**config.mk**
```make
export PLATFORM = sky130hd
export DESIGN_NAME = tdc_phase_diff_flat
export DESIGN_NICKNAME = d
export VERILOG_FILES = /design/src/rtl/tdc_pkg.sv /design/src/rtl/tdc_phase_diff_if.sv /design/src/rtl/therm_bubble_dec.sv /design/src/rtl/tdc_phase_diff.sv /design/src/flat_wrapper.sv
export SDC_FILE = /design/constraint.sdc
export NUM_CORES = 1
export LEC_CHECK = 0
export ABC_AREA = 0
export CORE_MARGIN = 5
export CORE_UTILIZATION = 55
export CTS_CLUSTER_DIAMETER = 100
export DETAILED_ROUTE_END_ITERATION = 12
export PLACE_DENSITY = 0.78
export SETUP_SLACK_MARGIN = 0.5
export SYNTH_ARGS = -nofsm -noshare
export SYNTH_HDL_FRONTEND = slang
export SYNTH_HIERARCHICAL = 1
export SYNTH_SLANG_ARGS = --single-unit
```
**constraint.sdc**
```tcl
create_clock -name clk -period 6.1 [get_ports clk]
set_input_delay 1.22 -clock clk [delete_from_list [all_inputs] [get_ports clk]]
set_output_delay 1.22 -clock clk [all_outputs]
set_load 0.01 [all_outputs]
```
**src/rtl/tdc_pkg.sv**
```systemverilog
// Shared constants and FSM encoding for the TDC phase-difference back-end.
// Widths: counter, thermometer, fraction, raw sample and output word.
package tdc_pkg;

    localparam int CNT_W    = 7;
    localparam int PH_W     = 16;
    localparam int FRAC_W   = 4;
    localparam int RAW_W    = CNT_W + FRAC_W;
    localparam int WORD_W   = RAW_W + 1;
    localparam int MAX_JUMP = 8;
    localparam int HOLD_MAX = 2;

    localparam logic [1:0] IDLE = 2'd0;
    localparam logic [1:0] FILL = 2'd1;
    localparam logic [1:0] RUN  = 2'd2;

endpackage

```
**src/rtl/tdc_phase_diff_if.sv**
```systemverilog
// Bus bundle between the ADPLL controller side and the TDC back-end.
// master drives en/tdc_pd/counter_in/phase_in/clr_stats; slave returns the word and stats.
interface tdc_phase_diff_if;
    import tdc_pkg::*;

    logic              en;
    logic              tdc_pd;
    logic [CNT_W-1:0]  counter_in;
    logic [PH_W-1:0]   phase_in;
    logic              clr_stats;
    logic [WORD_W-1:0] tdc_word;
    logic              word_valid;
    logic              glitch;
    logic [7:0]        glitch_cnt;

    modport master (
        output en, tdc_pd, counter_in, phase_in, clr_stats,
        input  tdc_word, word_valid, glitch, glitch_cnt
    );

    modport slave (
        input  en, tdc_pd, counter_in, phase_in, clr_stats,
        output tdc_word, word_valid, glitch, glitch_cnt
    );

endinterface

```
**src/rtl/therm_bubble_dec.sv**
```systemverilog
// Thermometer bubble corrector and ones-run counter (combinational).
// therm: PH_W taps, bit0 earliest; frac: leading-ones run from bit0, saturating at 2^FRAC_W-1.
module therm_bubble_dec
    import tdc_pkg::*;
(
    input  logic [PH_W-1:0]   therm,
    output logic [FRAC_W-1:0] frac
);

    // Pad with a 1 below bit0 and a 0 above the top tap.
    logic [PH_W+1:0] ext;
    logic [PH_W-1:0] fixd;
    logic            run;

    assign ext = {1'b0, therm, 1'b1};

    always_comb begin
        fixd = '0;
        for (int i = 0; i < PH_W; i++) begin
            fixd[i] = (ext[i] & ext[i+1]) |
                      (ext[i] & ext[i+2]) |
                      (ext[i+1] & ext[i+2]);
        end
    end

    // First zero at position i means a run of i ones; a full run saturates.
    always_comb begin
        frac = FRAC_W'(PH_W - 1);
        run  = 1'b1;
        for (int i = 0; i < PH_W - 1; i++) begin
            if (run && !fixd[i]) begin
                frac = FRAC_W'(i);
                run  = 1'b0;
            end
        end
    end

endmodule

```
**src/rtl/tdc_phase_diff.sv**
```systemverilog
// TDC back-end: per-reference-period DCO phase increment with outlier rejection.
// Ports: clk, rst (sync active-low), bus (slave): en, tdc_pd, counter_in, phase_in, clr_stats -> tdc_word, word_valid, glitch, glitch_cnt.
module tdc_phase_diff
    import tdc_pkg::*;
(
    input  logic            clk,
    input  logic            rst,
    tdc_phase_diff_if.slave bus
);

    logic              act;
    logic [CNT_W-1:0]  cnt_s;
    logic [PH_W-1:0]   ph_s;
    logic [FRAC_W-1:0] frac_s;
    logic [RAW_W-1:0]  raw;
    logic [RAW_W-1:0]  raw_prev;
    logic [1:0]        state;
    logic [1:0]        fill;
    logic [1:0]        rej_cnt;
    logic [WORD_W-1:0] tdc_word;
    logic              word_valid;
    logic              glitch;
    logic [7:0]        glitch_cnt;
    logic [WORD_W-1:0] cand;
    logic [8:0]        d_s;
    logic [8:0]        d_abs;
    logic              jump;
    logic              hold_ok;

    assign act = bus.en & ~bus.tdc_pd;

    therm_bubble_dec u_dec (
        .therm (ph_s),
        .frac  (frac_s)
    );

    // Modulo-2^11 difference absorbs the ripple-counter wrap.
    assign cand    = {1'b0, raw - raw_prev};
    assign d_s     = {1'b0, cand[WORD_W-1:FRAC_W]}
                   - {1'b0, tdc_word[WORD_W-1:FRAC_W]};
    assign d_abs   = d_s[8] ? (~d_s + 9'd1) : d_s;
    assign jump    = d_abs > 9'(MAX_JUMP);
    assign hold_ok = rej_cnt < 2'(HOLD_MAX);

    always_ff @(posedge clk) begin
        if (!rst) begin
            cnt_s      <= '0;
            ph_s       <= '0;
            raw        <= '0;
            raw_prev   <= '0;
            state      <= IDLE;
            fill       <= '0;
            rej_cnt    <= '0;
            tdc_word   <= '0;
            word_valid <= 1'b0;
            glitch     <= 1'b0;
            glitch_cnt <= '0;
        end else begin
            glitch <= 1'b0;
            if (!act) begin
                state      <= IDLE;
                word_valid <= 1'b0;
            end else begin
                cnt_s    <= bus.counter_in;
                ph_s     <= bus.phase_in;
                raw      <= {cnt_s, frac_s};
                raw_prev <= raw;
                unique case (state)
                    IDLE: begin
                        state <= FILL;
                        fill  <= '0;
                    end
                    FILL: begin
                        if (fill == 2'd2) begin
                            // First real difference: never filtered.
                            state      <= RUN;
                            word_valid <= 1'b1;
                            tdc_word   <= cand;
                            rej_cnt    <= '0;
                        end else begin
                            fill <= fill + 2'd1;
                        end
                    end
                    RUN: begin
                        if (jump && hold_ok) begin
                            glitch  <= 1'b1;
                            rej_cnt <= rej_cnt + 2'd1;
                            if (glitch_cnt != 8'hFF) begin
                                glitch_cnt <= glitch_cnt + 8'd1;
                            end
                        end else begin
                            tdc_word <= cand;
                            rej_cnt  <= '0;
                        end
                    end
                    default: state <= IDLE;
                endcase
            end
            // A clear wins over a same-cycle increment.
            if (bus.clr_stats) begin
                glitch_cnt <= '0;
            end
        end
    end

    assign bus.tdc_word   = tdc_word;
    assign bus.word_valid = word_valid;
    assign bus.glitch     = glitch;
    assign bus.glitch_cnt = glitch_cnt;

endmodule

```
**src/flat_wrapper.sv**
```systemverilog
// flat-port wrapper written by rule: the top's interface ports become plain ports
module tdc_phase_diff_flat import tdc_pkg::*;
  (clk, rst, bus_en, bus_tdc_pd, bus_counter_in, bus_phase_in, bus_clr_stats, bus_tdc_word, bus_word_valid, bus_glitch, bus_glitch_cnt);
  tdc_phase_diff_if bus_i ();
  input  logic clk;
  input  logic rst;
  input wire logic [$bits(bus_i.en)-1:0] bus_en;
  input wire logic [$bits(bus_i.tdc_pd)-1:0] bus_tdc_pd;
  input wire logic [$bits(bus_i.counter_in)-1:0] bus_counter_in;
  input wire logic [$bits(bus_i.phase_in)-1:0] bus_phase_in;
  input wire logic [$bits(bus_i.clr_stats)-1:0] bus_clr_stats;
  output wire logic [$bits(bus_i.tdc_word)-1:0] bus_tdc_word;
  output wire logic [$bits(bus_i.word_valid)-1:0] bus_word_valid;
  output wire logic [$bits(bus_i.glitch)-1:0] bus_glitch;
  output wire logic [$bits(bus_i.glitch_cnt)-1:0] bus_glitch_cnt;
  assign bus_i.en = bus_en;
  assign bus_i.tdc_pd = bus_tdc_pd;
  assign bus_i.counter_in = bus_counter_in;
  assign bus_i.phase_in = bus_phase_in;
  assign bus_i.clr_stats = bus_clr_stats;
  assign bus_tdc_word = bus_i.tdc_word;
  assign bus_word_valid = bus_i.word_valid;
  assign bus_glitch = bus_i.glitch;
  assign bus_glitch_cnt = bus_i.glitch_cnt;
  tdc_phase_diff u_core (.clk(clk), .rst(rst), .bus(bus_i));
endmodule
```
==> impl_metrics.csv, run 1 <==
group,metric,value,unit
timing,timing.setup.tns,0,ns
power,seqPwrFrac,0.458,
die,die_h,98.94,um
clock_tree,path_clk_slew,0.08,ns
timing,hold_slack,0.4523,ns
worst_setup_path,critPathArrivalTime,5.12,ns
grt,grt_use_total,0.1902,
status,status,"complete, no violations",
route,drc,0,
clock_tree,cts_tree,"yes",
worst_setup_path,crit_fanout,14,
timing,skew,0.01353,ns
route,num_vias,3946,
power,netSwitchingFraction,0.2799,
placed_design,dpl.hpwl,6896,um
die,core,7727,sq um
clock_tree,cts_made_buffers,9,
power,switchingPower,0.0002995,W
layout,fillCellCount,687,
die,ios,50,
layout,utilization,0.6514,
die,start_util,0.5630,
synthesis,avgSynthCellArea,7.825,sq um
clock_tree,htree_levels,3,
synthesis,muxShareOfSynthArea,0.04142,
synthesis,synth_simple_gate_area_frac,0.2341,
grt,grt_pass1_vias,3532,
timing,tightest_slew,0.8152,ns
synthesis,synth_edf_count,0,
synthesis,synth-warning-count,6,
grt,antenna_found_initial,0,
clock_tree,clk_latency,0.35,ns
clock_tree,cts.sinks,72,
die,num_rows,32,
synthesis,yosysSeqAreaShare,0.3313,
synthesis,synth-compound-area-share,0.2258,
synthesis,ys.flop_type,"dfxtp_1",
power,p_comb_frac,0.184,
timing,hold_viol_final,0,
timing,fmax,205.1,MHz
job,cap_violations,0,
worst_setup_path,end_kind,"flip-flop",
die,die_x,98.94,um
power,pwr-share-clk,0.358,
grt,grt_max_degree,52,
clock_tree,ctsHoldBuffers,0,
power,ir_drop,0.1487,mV
route,dr.first_iter.drc_count,157,
clock_tree,cts_resized,0,
power,pwr_density_cell,212.5,nW/um^2
timing,slew_headroom,0.4548,
synthesis,async_flop_share,0,
timing,finalCriticalPeriod,4.876,ns
synthesis,synth.distinct_cells,74,
synthesis,syn_nets,606,
timing,setup_viol,0,
clock_tree,cts_setup_buffers,0,
layout,diodes,0,
worst_setup_path,rrSetupSlack,1.22,ns
synthesis,netlist_instances,556,
clock_tree,root_buffer,"clkbuf_8",
synthesis,synth_top_family_by_area,"simple AND/OR/NAND/NOR gates",
die,die-area,9788,sq um
worst_setup_path,worstPathRequired,6.34,ns
min_path,hp-class,"flip-flop to flip-flop",
power,internal_power,0.0007704,W
route,viasPerCell,5.645,
placed_design,gp_congestion,0.8974,
worst_setup_path,path_class,"flip-flop to flip-flop",
synthesis,synth_xor_area_frac,0.02588,
clock_tree,cts_buffer_depth,2,
placed_design,io_buffers,48,
synthesis,synth-adder-area-share,0.07161,
grt,grt_remaining_overflow,0,
power,finalPower,0.001070,W
route,first_pass_iters,4,
layout,drive_above_1_share,0.08040,
layout,area_growth_syn_to_layout,15.70,%
grt,grt_pass1_wl,15590,um
power,leakagePower,1.720,nW
timing,rsz0062_at_grt,"no",
route,ant_nets,0,
route,wire_per_inst,13.52,um
synthesis,synth-seq-cells,72,
route,wl,9447,um
synthesis,syn-cell-area,4350,sq um
timing,drv_slew,0,
timing,fin_crit_sh,0.7993,
worst_setup_path,start_kind,"flip-flop",
layout,fin_nets,642,
-- power groups by stage --
stage                     registers, W  clock network (W)  logic [W]
after global placement        0.000500                  0   0.000187
final                         0.000490           0.000383   0.000197
after detailed placement      0.000501                  0   0.000192
after floorplan               0.000497                  0   0.000156
after global routing          0.000491           0.000412   0.000215
after CTS                     0.000490           0.000391   0.000194
-- cells by family (layout without fill, tap and decap cells) --
kind of cell | Yosys count | in the layout
other | 1 | 1
XOR/XNOR | 12 | 12
adder cells (fa/ha/maj) | 24 | 24
AO/OA/AOI/OAI | 143 | 143
buffers and inverters | 65 | 106
flip-flops | 72 | 72
multiplexers | 18 | 18
AND/OR/NAND/NOR | 221 | 221
-- state kept, by name, summed over array words and instances (netlist names) --
name and cells:
u_core/cnt_s 7, u_core/bus.glitch_cnt 8, u_core/state 2, u_core/rej_cnt 2
u_core/ph_s 16, u_core/raw_prev 11, u_core/bus.tdc_word 11, u_core/raw 11
u_core/fill 2, u_core/bus.word_valid 1, u_core/bus.glitch 1
-- area by class of cell --
| class | instances | area [sq um] | area share |
|---|---|---|---|
| Clock inverter | 2 | 37.54 | 0.007457 |
| Clock buffer | 14 | 162.7 | 0.03231 |
| Inverter | 38 | 142.6 | 0.02834 |
| Tap cell | 102 | 127.6 | 0.02535 |
| Sequential cell | 72 | 1441 | 0.2864 |
| Timing Repair Buffer | 52 | 510.5 | 0.1014 |
| Multi-Input combinational cell | 419 | 2611 | 0.5188 |
-- final timing paths --
path                                                      start                                   to  cells after the start
worst min register to register     u_core/cnt_s[5]$_SDFFE_PN0P_           u_core/raw[9]$_SDFFE_PN0P_                      2
worst min-delay path               u_core/cnt_s[5]$_SDFFE_PN0P_           u_core/raw[9]$_SDFFE_PN0P_                      2
worst max register to register  u_core/raw_prev[1]$_SDFFE_PN0P_  u_core/bus.tdc_word[4]$_SDFFE_PN0P_                     18
worst max-delay path            u_core/raw_prev[1]$_SDFFE_PN0P_  u_core/bus.tdc_word[4]$_SDFFE_PN0P_                     18
-- worst max-delay path, cell delays in order (launching register included) --
cell	delay [ns]
dfxtp_1	0.39
inv_1	0.06
ha_1	0.26
nor2b_1	0.12
o21ai_0	0.18
a21boi_0	0.13
o21ai_0	0.33
nor2b_1	0.20
xnor2_1	0.17
inv_1	0.10
fa_1	0.61
ha_1	0.26
nand3_1	0.10
mux2i_1	0.18
mux2i_1	0.26
nand3_1	0.15
a31oi_2	0.72
a21oi_1	0.28
o31ai_1	0.27
-- layout by cell type, fill, tap and decap left out, drive strengths merged, types with 5 or more instances in the layout --
cell and n:
nor3 16, a2111oi 5, mux2i 18, clkbuf 14, nand2b 7, nor2 11
a21oi 66, inv 37, or2 7, nor2b 6, nand2 132, o211ai 7
a211oi 10, nand3 16, o21ai 17, xnor2 6, dfxtp 72, ha 20
xor2 6, clkdlybuf4s50 48
-- through the flow --
step / setup slack, ns / std cells / cell area, sq um
after global placement: 1.582 / 683 / 4833
after CTS: 1.225 / 699 / 5034
after global routing: 0.7526 / 699 / 5034
after floorplan: 1.992 / 556 / 4350
after detailed placement: 1.277 / 683 / 4833
final: 1.224 / 699 / 5034
-- cells in the mapped netlist (3+ instances only) --
| cell | instances | area [sq um] |
|---|---|---|
| nor2_1 | 11 | 41.29 |
| o211ai_1 | 6 | 45.04 |
| o21a_1 | 4 | 30.03 |
| mux2i_1 | 18 | 180.2 |
| buf_6 | 6 | 67.56 |
| ha_1 | 20 | 250.2 |
| nand2b_1 | 7 | 43.79 |
| clkbuf_1 | 16 | 60.06 |
| or3_1 | 3 | 18.77 |
| o21ai_0 | 14 | 70.07 |
| nor2b_1 | 6 | 37.54 |
| or2_2 | 7 | 43.79 |
| o221ai_1 | 3 | 26.28 |
| nand2_1 | 132 | 495.5 |
| inv_1 | 37 | 138.9 |
| a21oi_1 | 64 | 320.3 |
| o31ai_1 | 4 | 30.03 |
| nand3_1 | 15 | 75.07 |
| nand4_1 | 3 | 18.77 |
| dfxtp_1 | 72 | 1441 |
| xnor2_1 | 6 | 52.55 |
| o2111ai_1 | 3 | 26.28 |
| nor3_1 | 16 | 80.08 |
| a211oi_1 | 10 | 75.07 |
| nor3b_1 | 3 | 22.52 |
| xor2_1 | 5 | 43.79 |
| nor4_1 | 3 | 18.77 |
-- routing by layer --
layer	routed length (um)	global-route usage
met4	184	0.08088
met1	4314	0.2402
met5	0	0
met3	486	0.03822
met2	4462	0.3146
Power figures use the tool's default switching activity.
==> run 2, diff against run 1 <==
Settings changed: CORE_UTILIZATION 55 to 51, PLACE_DENSITY 0.78 to 0.76.
Clock period 6.1 ns to 4.3 ns, I/O delays scaled along.
==> run 2 against run 1 <==
Net effect:
- first-iteration DRC count up 52%
- sequential power up 42%
- global-route usage up 1.4 points
- setup slack worse by 1.0 ns
- power up 54%
- die area up 7.0%
- non-clock buffer count up 24
- clock-buffer cell count down 5
- critical path depth up 1
- critical endpoint is now u_core/bus.tdc_word[2]$_SDFFE_PN0P_
==> impl_metrics.csv, run 2 (synthesis results as in run 1) <==
group,metric,value,unit
status,status,"complete, no violations",
placed_design,io_buffers,48,
worst_setup_path,crit_fanout,6,
timing,setup_viol,0,
timing,hold_viol_final,0,
grt,grt_max_degree,50,
job,cap_violations,0,
power,ir_drop,0.1844,mV
timing,hold_slack,0.4477,ns
layout,fin_nets,668,
clock_tree,cts_tree,"yes",
layout,final_cell_mix,"132 x nand2_1, 69 x dfxtp_1, 58 x a21oi_1",
grt,grt_pass1_wl,17440,um
timing,slew_headroom,0.6491,
die,start_util,0.5268,
worst_setup_path,critical_path.cell_chain,"inv_2 > ha_4 > fa_2 > nor2b_2 > o21ai_2 > a21oi_2 > o21ai_2 > nor2b_4 > xnor2_2 > ha_4 > and2b_2 > o221ai_2 > a21oi_2 > or4_1 > o31a_2 > buf_4 > and4_2 > a21oi_4 > mux2i_1",
layout,diodes,0,
die,die-area,10480,sq um
clock_tree,clk_latency,0.34,ns
layout,area_growth_syn_to_layout,29.39,%
placed_design,dpl.hpwl,6783,um
layout,largest_register_ffs,16,
die,die_h,102.4,um
route,wl,10570,um
route,dr.first_iter.drc_count,238,
route,first_pass_iters,5,
worst_setup_path,worstPathRequired,4.57,ns
die,die_x,102.4,um
timing,rsz0062_at_grt,"yes",
layout,drive_above_1_share,0.2058,
power,leakagePower,1.935,nW
layout,utilization,0.6817,
route,viasPerCell,5.691,
clock_tree,cts.sinks,72,
grt,grt_pass1_vias,3925,
placed_design,dp_slack,0.08476,ns
timing,finalCriticalPeriod,4.079,ns
worst_setup_path,crit_buf_inv,2,
worst_setup_path,slowest_stage,"or4_1",
worst_setup_path,start_kind,"flip-flop",
layout,fillCellCount,695,
route,wire_per_inst,14.54,um
worst_setup_path,critPathArrivalTime,4.35,ns
route,ant_nets,0,
timing,timing.setup.tns,0,ns
clock_tree,path_clk_slew,0.08,ns
timing,skew,0.01169,ns
route,drc,0,
clock_tree,root_buffer,"clkbuf_8",
layout,layout_commonest_cell,"nand2_1",
power,pwr_density_cell,292.2,nW/um^2
placed_design,gp_congestion,0.9364,
timing,tightest_slew,0.5263,ns
clock_tree,ctsHoldBuffers,0,
grt,grt_remaining_overflow,0,
grt,antenna_found_initial,0,
layout,regMostFlops,"u_core/ph_s",
clock_tree,cts_buffer_depth,2,
route,num_vias,4137,
timing,fmax,245.1,MHz
worst_setup_path,end_kind,"flip-flop",
clock_tree,htree_levels,3,
timing,drv_slew,0,
min_path,hp-class,"flip-flop to flip-flop",
timing,fin_ws,0.2207,ns
die,ios,50,
worst_setup_path,crit_family,"simple AND/OR/NAND/NOR gates",
die,num_rows,33,
timing,fin_crit_sh,0.9487,
clock_tree,cts_made_buffers,9,
worst_setup_path,cpPeakStageDelay,0.47,ns
worst_setup_path,path_class,"flip-flop to flip-flop",
grt,grt_use_total,0.2041,
die,core,8258,sq um
## run 2: layout make-up
| class | count | area (sq um) | area share |
|---|---|---|---|
| Clock inverter | 6 | 61.31 | 0.01089 |
| Multi-Input combinational cell | 421 | 3003 | 0.5335 |
| Inverter | 38 | 142.6 | 0.02534 |
| Clock buffer | 9 | 123.9 | 0.02200 |
| Sequential cell | 72 | 1448 | 0.2572 |
| Timing Repair Buffer | 76 | 719.4 | 0.1278 |
| Tap cell | 105 | 131.4 | 0.02334 |
## run 2: per-stage QoR
| step | cells | cell area (sq um) | total power [W] |
|---|---|---|---|
| 5_1_grt | 727 | 5629 | 0.001721 |
| 3_3_place_gp | 689 | 4950 | 0.0009995 |
| 4_1_cts | 721 | 5497 | 0.001619 |
| 6_report | 727 | 5629 | 0.001645 |
| 3_5_place_dp | 689 | 4950 | 0.001005 |
| 2_1_floorplan | 556 | 4443 | 0.0009480 |
## run 2: worst reg2reg max path, stage by stage (launching register included)
cell and delay (ns):
dfxtp_2 0.33, inv_2 0.04, ha_4 0.15, fa_2 0.36
nor2b_2 0.15, o21ai_2 0.08, a21oi_2 0.18, o21ai_2 0.11
nor2b_4 0.14, xnor2_2 0.21, ha_4 0.28, and2b_2 0.23
o221ai_2 0.18, a21oi_2 0.08, or4_1 0.47, o31a_2 0.16
buf_4 0.15, and4_2 0.23, a21oi_4 0.21, mux2i_1 0.25
## run 2: path summary, 6_finish.rpt
path	to	depth (start not counted)	slack, ns	from
worst max-delay path	u_core/bus.tdc_word[2]$_SDFFE_PN0P_	19	0.22	u_core/raw[0]$_SDFFE_PN0P_
worst min register to register	u_core/raw[5]$_SDFFE_PN0P_	2	0.45	u_core/cnt_s[1]$_SDFFE_PN0P_
worst max register to register	u_core/bus.tdc_word[2]$_SDFFE_PN0P_	19	0.22	u_core/raw[0]$_SDFFE_PN0P_
worst min-delay path	u_core/raw[5]$_SDFFE_PN0P_	2	0.45	u_core/cnt_s[1]$_SDFFE_PN0P_
## run 2: timing repair
action | 4_1_cts | 5_1_grt
pin swaps | 23 | 17
setup endpoints to repair | 22 | 22
setup buffers | 15 | 6
gates resized for setup | 35 | 19
cloned | 2 | 0
## run 2: where the power goes
group / internal, W / leakage, nW / switching, W
logic: 0.000203 / 1.26 / 0.000232
clock network: 0.000263 / 0.0948 / 0.000253
registers: 0.000678 / 0.585 / 0.0000158
## run 2: per-layer routing
| layer | track usage | vias to the layer above | wire length (um) |
|---|---|---|---|
| met5 | 0 | - | 0 |
| met4 | 0.08577 | 0 | 223 |
| met3 | 0.04027 | 24 | 457 |
| met2 | 0.3453 | 106 | 5246 |
| met1 | 0.2532 | 1942 | 4643 |
| li1 | - | 2065 | - |
==> run 3, diff against run 2 <==
Settings changed: GPL_TIMING_DRIVEN from default to 0.
==> run 3 against run 2 <==
Net effect:
- flip-flop and latch count unchanged
- power increased by 7.2%
- global-route usage increased by 0.74 points
- final area increased by 2.6%
- first-iteration DRC count decreased by 21%
- core utilization increased by 1.8 points
==> impl_metrics.csv, run 3 (synthesis results as in run 1) <==
group,metric,value,unit
status,status,"complete, no violations",
worst_setup_path,cpPeakStageDelay,0.37,ns
layout,fin_area,5777,sq um
clock_tree,cts_tree,"yes",
clock_tree,root_buffer,"clkbuf_8",
timing,rsz0062_at_grt,"yes",
die,die_x,102.4,um
grt,grt_max_degree,13,
layout,layout_commonest_cell,"nand2_1",
job,cap_violations,0,
layout,regMostFlops,"u_core/ph_s",
power,ir_drop,0.1950,mV
route,dr.first_iter.drc_count,188,
route,wire_per_inst,14.53,um
power,pwr_density_cell,305.2,nW/um^2
die,core,8258,sq um
timing,skew,0.01256,ns
placed_design,gp_congestion,0.8694,
layout,fillCellCount,631,
route,wl,10810,um
timing,hold_viol_final,0,
grt,grt_pass1_vias,4041,
timing,fin_crit_sh,0.9473,
worst_setup_path,start_kind,"flip-flop",
worst_setup_path,critPathArrivalTime,4.31,ns
timing,finalCriticalPeriod,4.074,ns
clock_tree,cts_buffer_depth,2,
layout,diodes,0,
route,drc,0,
timing,slew_headroom,0.6203,
route,viasPerCell,5.652,
layout,final_cells,744,
placed_design,dp.cells,709,
grt,grt_pass1_wl,18120,um
timing,hold_slack,0.4555,ns
placed_design,dpl.hpwl,7513,um
placed_design,placed_cell_area,5055,sq um
route,num_vias,4205,
timing,fmax,245.5,MHz
layout,drive_above_1_share,0.2066,
worst_setup_path,path_class,"flip-flop to flip-flop",
placed_design,io_buffers,48,
worst_setup_path,slowest_stage,"a31oi_4",
worst_setup_path,worstPathRequired,4.54,ns
worst_setup_path,crit_fanout,6,
clock_tree,cts_made_buffers,9,
timing,setup_viol,0,
timing,timing.setup.tns,0,ns
min_path,worstHoldStart,"u_core/cnt_s[6]$_SDFFE_PN0P_",
worst_setup_path,end_kind,"flip-flop",
power,finalPower,0.001763,W
worst_setup_path,critical_path.startpoint,"u_core/raw[0]$_SDFFE_PN0P_",
timing,drv_slew,0,
clock_tree,cts.sinks,72,
clock_tree,htree_levels,3,
grt,antenna_found_initial,0,
clock_tree,clk_latency,0.35,ns
power,leakagePower,2.010,nW
layout,largest_register_ffs,16,
die,die_h,102.4,um
worst_setup_path,crit_family,"adder cells",
min_path,hp-class,"flip-flop to flip-flop",
route,first_pass_iters,4,
layout,final_cell_mix,"132 x nand2_1, 69 x dfxtp_1, 58 x a21oi_1",
worst_setup_path,rr_startpoint,"u_core/raw[0]$_SDFFE_PN0P_",
timing,tightest_slew,0.5696,ns
worst_setup_path,crit_buf_inv,2,
grt,grt_remaining_overflow,0,
die,die-area,10480,sq um
layout,fin_nets,684,
route,ant_nets,0,
die,ios,50,
worst_setup_path,critical_path.cell_chain,"inv_2 > ha_4 > fa_2 > nor2b_2 > o21ai_2 > a21oi_2 > o21ai_2 > nor2b_4 > xnor2_2 > ha_4 > xor2_4 > nand3b_1 > mux2i_2 > mux2i_2 > nand3_2 > a31oi_4 > buf_6 > a211oi_2 > mux2i_1",
die,num_rows,33,
layout,area_growth_syn_to_layout,32.79,%
grt,grt_use_total,0.2115,
clock_tree,path_clk_slew,0.08,ns
die,start_util,0.5268,
-- run 3: cell count changes in the layout (fill, tap and decap cells not counted), moves of 2 or more --
cell,delta
xor2_1,-2
ha_1,+3
xor2_2,+2
clkbuf_1,+18
a211oi_1,-4
buf_6,+8
buf_4,-8
clkinv_2,-3
ha_4,-3
a211oi_2,+5
-- run 3: path summary, 6_finish.rpt --
| check | slack, ns | cells past startpoint | to |
|---|---|---|---|
| worst max-delay path | 0.23 | 19 | u_core/bus.glitch_cnt[7]$_SDFFE_PP0P_ |
| worst min-delay path | 0.46 | 2 | u_core/raw[10]$_SDFFE_PN0P_ |
| worst max register to register | 0.23 | 19 | u_core/bus.glitch_cnt[7]$_SDFFE_PP0P_ |
| worst min register to register | 0.46 | 2 | u_core/raw[10]$_SDFFE_PN0P_ |
-- run 3: area by class of cell --
type	instances	area [sq um]	area share
Clock inverter	4	76.32	0.01321
Inverter	38	142.6	0.02469
Multi-Input combinational cell	419	3017	0.5222
Timing Repair Buffer	67	651.9	0.1128
Clock buffer	12	145.1	0.02512
Sequential cell	72	1445	0.2502
Buffer	27	167.7	0.02902
Tap cell	105	131.4	0.02274
-- run 3: repair_timing --
item                       in CTS  in global routing
pin swaps                      29                  5
gates resized for setup        54                  9
setup buffers                  14                  4
hold buffers                    0                  0
setup endpoints to repair      22                 22
gates cloned                    1                  0
-- run 3: tightest hold or removal path, cell delays in order, from the launching register on --
cell and delay [ns]:
dfxtp_1 0.31, nand2_1 0.05, a21oi_1 0.05
-- run 3: where the power goes --
part | switching [W] | internal [W] | total [W]
Clock | 0.000261 | 0.000345 | 0.000606
Sequential | 0.0000139 | 0.000679 | 0.000692
Combinational | 0.000245 | 0.000220 | 0.000464
-- run 3: through the flow --
step | utilization | worst slack (ns)
finish | 0.6995 | 0.2264
global route | 0.6995 | 0.05763
detailed placement | 0.6121 | -0.09915
CTS | 0.6891 | 0.3068
floorplan | - | 0.4580
global placement | 0.6121 | 0.03329
-- run 3: metal layers --
metal / track usage / vias to the layer above / wire length, um
met5: 0 / - / 0
met4: 0.08779 / 0 / 228
met3: 0.03345 / 19 / 365
met2: 0.3678 / 86 / 5386
met1: 0.2598 / 2003 / 4831
li1: - / 2097 / -
